$ cat src/rtl/conbus_rr.sv
// Shared-bus WISHBONE interconnect: NM masters, NS slaves, round-robin grant held
// for the whole cycle, mask/match decode, error on unmapped access or ack timeout.
module conbus_rr #(
    parameter int              NM      = 5,
    parameter int              NS      = 6,
    parameter logic [NS*32-1:0] S_MATCH = {NS{32'h0}},
    parameter logic [NS*32-1:0] S_MASK  = {NS{32'hE000_0000}},
    parameter int              TIMEOUT = 255
) (
    input  logic              sys_clk,
    input  logic              sys_rst,
    input  logic [NM*32-1:0]  m_dat_i,
    input  logic [NM*32-1:0]  m_adr_i,
    input  logic [NM*3-1:0]   m_cti_i,
    input  logic [NM*4-1:0]   m_sel_i,
    input  logic [NM-1:0]     m_we_i,
    input  logic [NM-1:0]     m_cyc_i,
    input  logic [NM-1:0]     m_stb_i,
    output logic [31:0]       m_dat_o,
    output logic [NM-1:0]     m_ack_o,
    output logic [NM-1:0]     m_err_o,
    output logic [31:0]       s_adr_o,
    output logic [31:0]       s_dat_o,
    output logic [2:0]        s_cti_o,
    output logic [3:0]        s_sel_o,
    output logic              s_we_o,
    output logic              s_stb_o,
    output logic [NS-1:0]     s_cyc_o,
    input  logic [NS*32-1:0]  s_dat_i,
    input  logic [NS-1:0]     s_ack_i,
    output logic [2:0]        gnt_o
);

    logic [2:0]    gnt;
    logic [2:0]    gnt_nxt;
    logic          cyc_g;
    logic [NS-1:0] sel;
    logic [NS-1:0] sel_r;
    logic          ack;
    logic          err_r;
    logic          err_nxt;
    logic [7:0]    cnt;
    logic [8:0]    cnt_inc;
    logic          req_wait;
    logic          unmapped;
    logic          tmo;

    always_comb begin
        s_adr_o = '0;
        s_dat_o = '0;
        s_cti_o = '0;
        s_sel_o = '0;
        s_we_o  = 1'b0;
        s_stb_o = 1'b0;
        cyc_g   = 1'b0;
        for (int i = 0; i < NM; i++) begin
            if (gnt == 3'(i)) begin
                s_adr_o = m_adr_i[i*32 +: 32];
                s_dat_o = m_dat_i[i*32 +: 32];
                s_cti_o = m_cti_i[i*3 +: 3];
                s_sel_o = m_sel_i[i*4 +: 4];
                s_we_o  = m_we_i[i];
                s_stb_o = m_stb_i[i];
                cyc_g   = m_cyc_i[i];
            end
        end
    end

    // Rotating search starting after the holder; the holder itself is checked last.
    always_comb begin
        logic found;
        int   idx;
        gnt_nxt = gnt;
        found   = 1'b0;
        idx     = 0;
        if (!cyc_g) begin
            for (int k = 1; k <= NM; k++) begin
                idx = (int'(gnt) + k) % NM;
                for (int j = 0; j < NM; j++) begin
                    if (!found && j == idx && m_cyc_i[j]) begin
                        gnt_nxt = 3'(j);
                        found   = 1'b1;
                    end
                end
            end
        end
    end

    // Lowest-index slave wins when decode windows overlap.
    always_comb begin
        logic hit_any;
        sel     = '0;
        hit_any = 1'b0;
        for (int i = 0; i < NS; i++) begin
            if (!hit_any &&
                ((s_adr_o & S_MASK[i*32 +: 32]) == (S_MATCH[i*32 +: 32] & S_MASK[i*32 +: 32]))) begin
                sel[i]  = 1'b1;
                hit_any = 1'b1;
            end
        end
    end

    assign s_cyc_o = sel & {NS{cyc_g}};
    assign ack     = |(s_ack_i & sel);
    assign gnt_o   = gnt;

    always_comb begin
        m_dat_o = '0;
        for (int i = 0; i < NS; i++) begin
            if (sel_r[i]) m_dat_o = m_dat_o | s_dat_i[i*32 +: 32];
        end
    end

    always_comb begin
        m_ack_o = '0;
        m_err_o = '0;
        for (int i = 0; i < NM; i++) begin
            m_ack_o[i] = (gnt == 3'(i)) && ack;
            m_err_o[i] = (gnt == 3'(i)) && err_r;
        end
    end

    assign req_wait = cyc_g && s_stb_o && (sel != '0) && !ack;
    assign unmapped = cyc_g && s_stb_o && (sel == '0);
    assign cnt_inc  = {1'b0, cnt} + 9'd1;
    assign tmo      = (TIMEOUT != 0) && req_wait && !err_r && (cnt_inc == 9'(TIMEOUT));
    // Unmapped errors alternate with idle cycles while stb stays high.
    assign err_nxt  = (unmapped && !err_r) || tmo;

    always_ff @(posedge sys_clk) begin
        if (sys_rst) begin
            gnt   <= '0;
            sel_r <= '0;
            err_r <= 1'b0;
            cnt   <= '0;
        end else begin
            gnt   <= gnt_nxt;
            sel_r <= sel;
            if (gnt_nxt != gnt) begin
                err_r <= 1'b0;
                cnt   <= '0;
            end else begin
                err_r <= err_nxt;
                if (!req_wait || err_r || tmo) cnt <= '0;
                else                           cnt <= cnt_inc[7:0];
            end
        end
    end

endmodule

$ cat config.mk
export PLATFORM = sky130hd
export DESIGN_NAME = conbus_rr
export DESIGN_NICKNAME = d
export VERILOG_FILES = /design/src/rtl/conbus_rr.sv
export SDC_FILE = /design/constraint.sdc
export NUM_CORES = 1
export LEC_CHECK = 0
export ABC_AREA = 1
export CORE_AREA = 2 2 268 270
export CTS_CLUSTER_SIZE = 16
export DETAILED_ROUTE_END_ITERATION = 12
export DIE_AREA = 0 0 270 272
export DONT_BUFFER_PORTS = 1
export GPL_TIMING_DRIVEN = 0
export PLACE_DENSITY = 0.32
export SYNTH_ARGS = -nofsm -noshare
export SYNTH_HDL_FRONTEND = slang
export SYNTH_SLANG_ARGS = --single-unit
$ cat constraint.sdc
create_clock -name sys_clk -period 13.7 [get_ports sys_clk]
set_input_delay 2.74 -clock sys_clk [delete_from_list [all_inputs] [get_ports sys_clk]]
set_output_delay 2.74 -clock sys_clk [all_outputs]
set_load 0.01 [all_outputs]
# Word level (Yosys, flattened, before mapping)
# Index checks and enable logic that the tools add are counted.
# W data, S select, Z words.
[op_classes]
add_sub_neg = 6
n_div = 5
eq_ne = 26
mux = 125
n_bitwise = 7
reduce_logical = 118
[op_table]
columns = ["cell", "n"]
rows = [
  ["$mux W32", 16],
  ["$eq A3 B32 Y1 const A", 10],
  ["$logic_not A32 Y1", 6],
  ["$eq A2 B32 Y1 const A", 5],
  ["$eq A4 B32 Y1 const A", 5],
  ["$mod A32 B4 Y32 const B", 5],
  ["$or A32 B32 Y32", 5],
  ["$mux W3", 31],
  ["$mux W1", 73],
  ["$logic_and A1 B1 Y1", 71],
  ["$logic_not A1 Y1", 32],
  ["$mux W4", 5],
  ["$and A6 B6 Y6", 2],
  ["$add A8 B1 Y9 const B", 1],
  ["$eq A9 B8 Y1 const B", 1],
  ["$add A3 B2 Y4 const B", 2],
  ["$add A3 B3 Y4 const B", 2],
  ["$eq A3 B2 Y1 const B", 2],
  ["$logic_not A6 Y1", 1],
  ["$reduce_bool A6 Y1", 1],
  ["$reduce_or A6 Y1", 1],
  ["$add A3 B1 Y4 const B", 1],
  ["$eq A3 B1 Y1 const B", 1],
  ["$eq A3 B3 Y1 const B", 1],
  ["5 further kinds", 7],
]
[word_totals]
register_bits = 18
in_bits = 570
elab_cells = 291

# Longest topological paths before layout
[depth]
word_depth = 129
ltp_mapped = 43

# Least setup slack after synthesis
# Ideal clock, no wire load.
[synth_path]
path_type = "input to output"
start = "input m_adr_i[94]"
end = "output m_ack_o[0]"
arrival_ns = 3.719
t_required_ns = 10.960
setup_slack_ns = 7.241
stages = 9
n_path_buf = 0
cell_sequence = "nor2_1 > a311oi_1 > o22ai_1 > inv_1 > nor3_1 > inv_1 > nor2_1 > inv_1 > nor2_1"
[synth_between]
elab_chain_cells = 23
word_cells_on_any_way = 27
classes_between = "13 x mux; 1 x bitwise; 13 x reduce/logical"
[synth_lines]
columns = ["item", "line_no", "source"]
rows = [
  ["start, declared", "13", "input logic [NM*32-1:0] m_adr_i,"],
  ["$mux W32 (*) (3 in a row)", "57", "if (gnt == 3'(i)) begin"],
  ["named net s_adr_o[30]", "22", "output logic [31:0] s_adr_o,"],
  ["$logic_not A32 Y1 (*)", "96", "((s_adr_o & S_MASK[i*32 +: 32]) == (S_MATCH[i*32 +: 32] & S_MASK[i*32 +: 32]))) begin"],
  ["$mux W1", "95", "if (!hit_any &&"],
  ["$logic_not A1 Y1", "95", ""],
  ["$logic_and A1 B1 Y1", "95", ""],
  ["$mux W1", "95", ""],
  ["$logic_not A1 Y1", "95", ""],
  ["[6 not listed]", "-", ""],
  ["$logic_and A1 B1 Y1", "95", ""],
  ["$mux W1", "95", ""],
  ["$logic_not A1 Y1", "95", ""],
  ["$logic_and A1 B1 Y1", "95", ""],
  ["$mux W1", "95", ""],
  ["$and A6 B6 Y6 (*)", "104", "assign ack = |(s_ack_i & sel);"],
  ["$reduce_or A6 Y1 (*)", "104", ""],
  ["$logic_and A1 B1 Y1 (*)", "118", "m_ack_o[i] = (gnt == 3'(i)) && ack;"],
  ["end, declared", "20", "output logic [NM-1:0] m_ack_o,"],
]
# Mark *: on every way through the listed nets, which the timed path passes. The rest lies on a longest branch.

# Final worst setup path
[layout_path]
start = "register gnt[2] (netlist: gnt_o[2])"
end = "output m_ack_o[0]"
[layout_between]
elab_chain_cells = 26
word_cells_on_any_way = 34
classes_between = "4 x eq/ne; 15 x mux; 1 x bitwise; 14 x reduce/logical"
[layout_lines]
columns = ["item", "line_no", "source"]
rows = [
  ["start, declared", "34", "logic [2:0] gnt;"],
  ["start signal, assigned", "137", "gnt <= gnt_nxt;"],
  ["$logic_not A3 Y1", "57", ""],
  ["$mux W32 (4 in a row)", "57", ""],
  ["$mux W32 (*)", "57", ""],
  ["named net s_adr_o[31]", "22", ""],
  ["$logic_not A32 Y1 (*)", "96", ""],
  ["$mux W1", "95", ""],
  ["$logic_not A1 Y1", "95", ""],
  ["$logic_and A1 B1 Y1", "95", ""],
  ["[8 not listed]", "-", ""],
  ["$logic_and A1 B1 Y1", "95", ""],
  ["$mux W1", "95", ""],
  ["$logic_not A1 Y1", "95", ""],
  ["$logic_and A1 B1 Y1", "95", ""],
  ["$mux W1", "95", ""],
  ["$and A6 B6 Y6 (*)", "104", ""],
  ["$reduce_or A6 Y1 (*)", "104", ""],
  ["$logic_and A1 B1 Y1 (*)", "118", ""],
]
# Marked as above.

==> impl_metrics.json <==
{
  "ys_async_sr_fraction_pct": 0,
  "p_leak_nw": 2.885,
  "hold_viol_final": 0,
  "fin_ws_ns": 5.995,
  "path_clk_slew_ns": 0.04,
  "pwr_density_cell_nw_per_um2": 209.7,
  "setup_viol": 0,
  "cts_buffers": 3,
  "fmax_mhz": 129.8,
  "dr.pass1.iters": 5,
  "final_util_pct": 10.38,
  "rows": 98,
  "reg2reg_slack_ns": 7.40,
  "synth-seq-cells": 13,
  "post-cts-setup-buffer-count": 0,
  "design_area_sq_um": 7346,
  "gp_congestion": 0.9561,
  "initial_core_util_pct": 8.520,
  "ant_nets": 0,
  "place_inst": 2005,
  "synth_seq_area_share_pct": 4.317,
  "hold_start": "cnt[0]$_SDFF_PP0_",
  "clockRootBuffer": "clkbuf_16",
  "drtIter0Drc": 749,
  "ir_drop_uv": 117.9,
  "p_total_mw": 1.540,
  "path_class": "flop to output port",
  "multi_input_area_sq_um": 4975,
  "clock_path_buffers": 2,
  "final_max_slew_viol_count": 0,
  "tightest_slew_ns": 1.165,
  "post-route-drc-count": 0,
  "clk_latency_ns": 0.24,
  "hold_ws_ns": 0.4765,
  "synth-edff-count": 0,
  "fillers": 8372,
  "drive_gt1_share_pct": 7.177,
  "avgSynthCellArea_sq_um": 5.736,
  "max_cap_violations": 0,
  "finalClockSkew_ns": 0.002001,
  "place_area_sq_um": 7234,
  "synth-xor-area-share_pct": 2.428,
  "yosys-mux-area-fraction_pct": 0.1660,
  "required_ns": 10.96,
  "cts_hold_buf": 0,
  "worstRegToRegCells": 32,
  "hpwlAfterDp_um": 38980,
  "fin_cells": 2017,
  "status": "finished, final reports clean",
  "drt-total-wl_um": 45900,
  "wl_per_cell_um": 22.76,
  "synth_fa_ha_area_share_pct": 8.219,
  "grt_pass1_wl_um": 60470,
  "vias_per_cell": 4.171,
  "hp-class": "flop to flop",
  "tns_ns": 0,
  "ctsResizeCount": 0,
  "synth-simple-area-share_pct": 36.74,
  "synth_top_family_by_area": "simple AND/OR/NAND/NOR gates",
  "post-route-period-util_pct": 56.24,
  "slew_headroom_pct": 21.98,
  "num_vias": 8413,
  "seq_area_sq_um": 260.3,
  "fin_nets": 1669,
  "cp-end-kind": "output port",
  "min_period_ns": 7.705,
  "rsz0062_at_grt": "false",
  "netlist_instances": 1051,
  "dp_slack_ns": 6.060,
  "cp_data_arrival_time_ns": 4.97,
  "tritoncts": "built",
  "htree_levels": 1,
  "dieArea_sq_um": 73440,
  "grt-ovfl-total": 0,
  "synth_compound_area_share_pct": 34.45,
  "ys_types": 51,
  "ioPinCount": 694,
  "grt_pass1_vias": 7800,
  "antenna_found_initial": 10,
  "yosysWarnings": 0,
  "syn_area_sq_um": 6028,
  "die-height_um": 272,
  "die_x_um": 270,
  "synth_ff_type": "dfxtp_1",
  "critPathMaxFanout": 11,
  "grt_max_degree": 15,
  "r2r-end": "cnt[7]$_SDFF_PP0_",
  "start_kind": "flop",
  "grt_use_total_pct": 11.41,
  "min_to": "cnt[0]$_SDFF_PP0_",
  "port_buffers": 0,
  "rr_startpoint": "gnt_o[2]$_SDFF_PP0_",
  "hold_depth": 1,
  "clock-sinks": 13,
  "core_area_sq_um": 70750,
  "syn_to_final_growth_pct": 21.86
}
-- area by class of cell --
type / count / area share, %
multi-input cells: 832 / 67.72
well taps: 950 / 16.18
inverters: 132 / 6.745
plain buffers: 78 / 4.463
flip-flops and latches: 13 / 3.543
clock buffers: 4 / 1.073
diodes: 8 / 0.2725
-- sequential cells by signal, summed over array words and instances (netlist names) --
register and cells:
sel_r 1, cnt 8, err_r 1, gnt_o 3
-- worst max path at each step --
stage	start	end	slack, ns	cells after the start
5_1_grt	gnt_o[2]$_SDFF_PP0_	m_ack_o[3]	5.52	13
3_5_place_dp	gnt_o[2]$_SDFF_PP0_	s_we_o	6.06	6
4_1_cts	gnt_o[2]$_SDFF_PP0_	s_we_o	5.80	6
3_3_place_gp	gnt_o[0]$_SDFF_PP0_	s_dat_o[18]	5.80	12
2_1_floorplan	m_adr_i[94]	m_ack_o[0]	7.24	9
6_report	gnt_o[2]$_SDFF_PP0_	m_ack_o[0]	5.99	13
-- logic make-up after synthesis --
| family | after synthesis |
|---|---|
| compound gates | 277 |
| xor+xnor | 15 |
| fa+ha+maj | 39 |
| buf+inv | 210 |
| flops | 13 |
| mux | 1 |
| other cells | 1 |
| simple gates | 495 |
-- synthesized netlist by cell type, types with 10 or more instances --
library cell  count  area [sq um]
a221o_1          70         700.7
nand2_2          12         75.07
nand4_1          15         93.84
nor2_2           11         68.82
dfxtp_1          13         260.3
ha_1             38         475.5
a21oi_1          10         50.05
nor3_1           10         50.05
o21ai_1          13         65.06
o21ai_0          17         85.08
nand3_1          49         245.2
nor2_1          127         476.7
nand2_1         240         900.9
clkbuf_1         62         232.7
inv_1           118         442.9
xor2_1           11         96.34
o211ai_1         73         548.0
inv_2            11         41.29
a31oi_1          72         450.4
-- power by group --
part           internal [mW]  switching (mW)  leakage [nW]
logic                  0.405            1.02          2.74
clock network         0.0391          0.0149        0.0382
registers             0.0427          0.0151         0.105
-- critical path, stage by stage, from the launching register on --
cell and delay [ns]:
dfxtp_1 0.75, clkinv_1 0.60, ha_1 0.38, clkbuf_1 0.38
clkbuf_1 0.57, nand2_1 0.18, nand2_1 0.06, o22ai_1 0.70
inv_1 0.25, nor3_1 0.19, inv_1 0.13, nor2_1 0.14
inv_1 0.13, nor2_1 0.21
-- metal layers --
layer | global-route usage, % | vias up | wire length (um)
met4 | 2.544 | 10 | 1113
li1 | - | 3725 | -
met1 | 14.81 | 4010 | 19100
met2 | 17.17 | 589 | 19460
met5 | 0 | - | 58
met3 | 5.166 | 79 | 6156
-- placed cells by master, fill, tap and decap left out, types with 8 or more instances in the layout --
master    count
nand2_1     240
nor2_1      127
inv_1       118
o211ai_1     73
a221o_1      70
a31oi_1      70
clkbuf_1     61
nand3_1      49
ha_1         38
o21ai_0      17
nand4_1      15
o21ai_1      13
dfxtp_1      13
nand2_2      12
inv_2        11
nor2_2       11
xor2_1       11
a21oi_1      10
nor3_1       10
diode_2       8
buf_4         8
nor4_1        8
(Power assumes the default switching activity.)
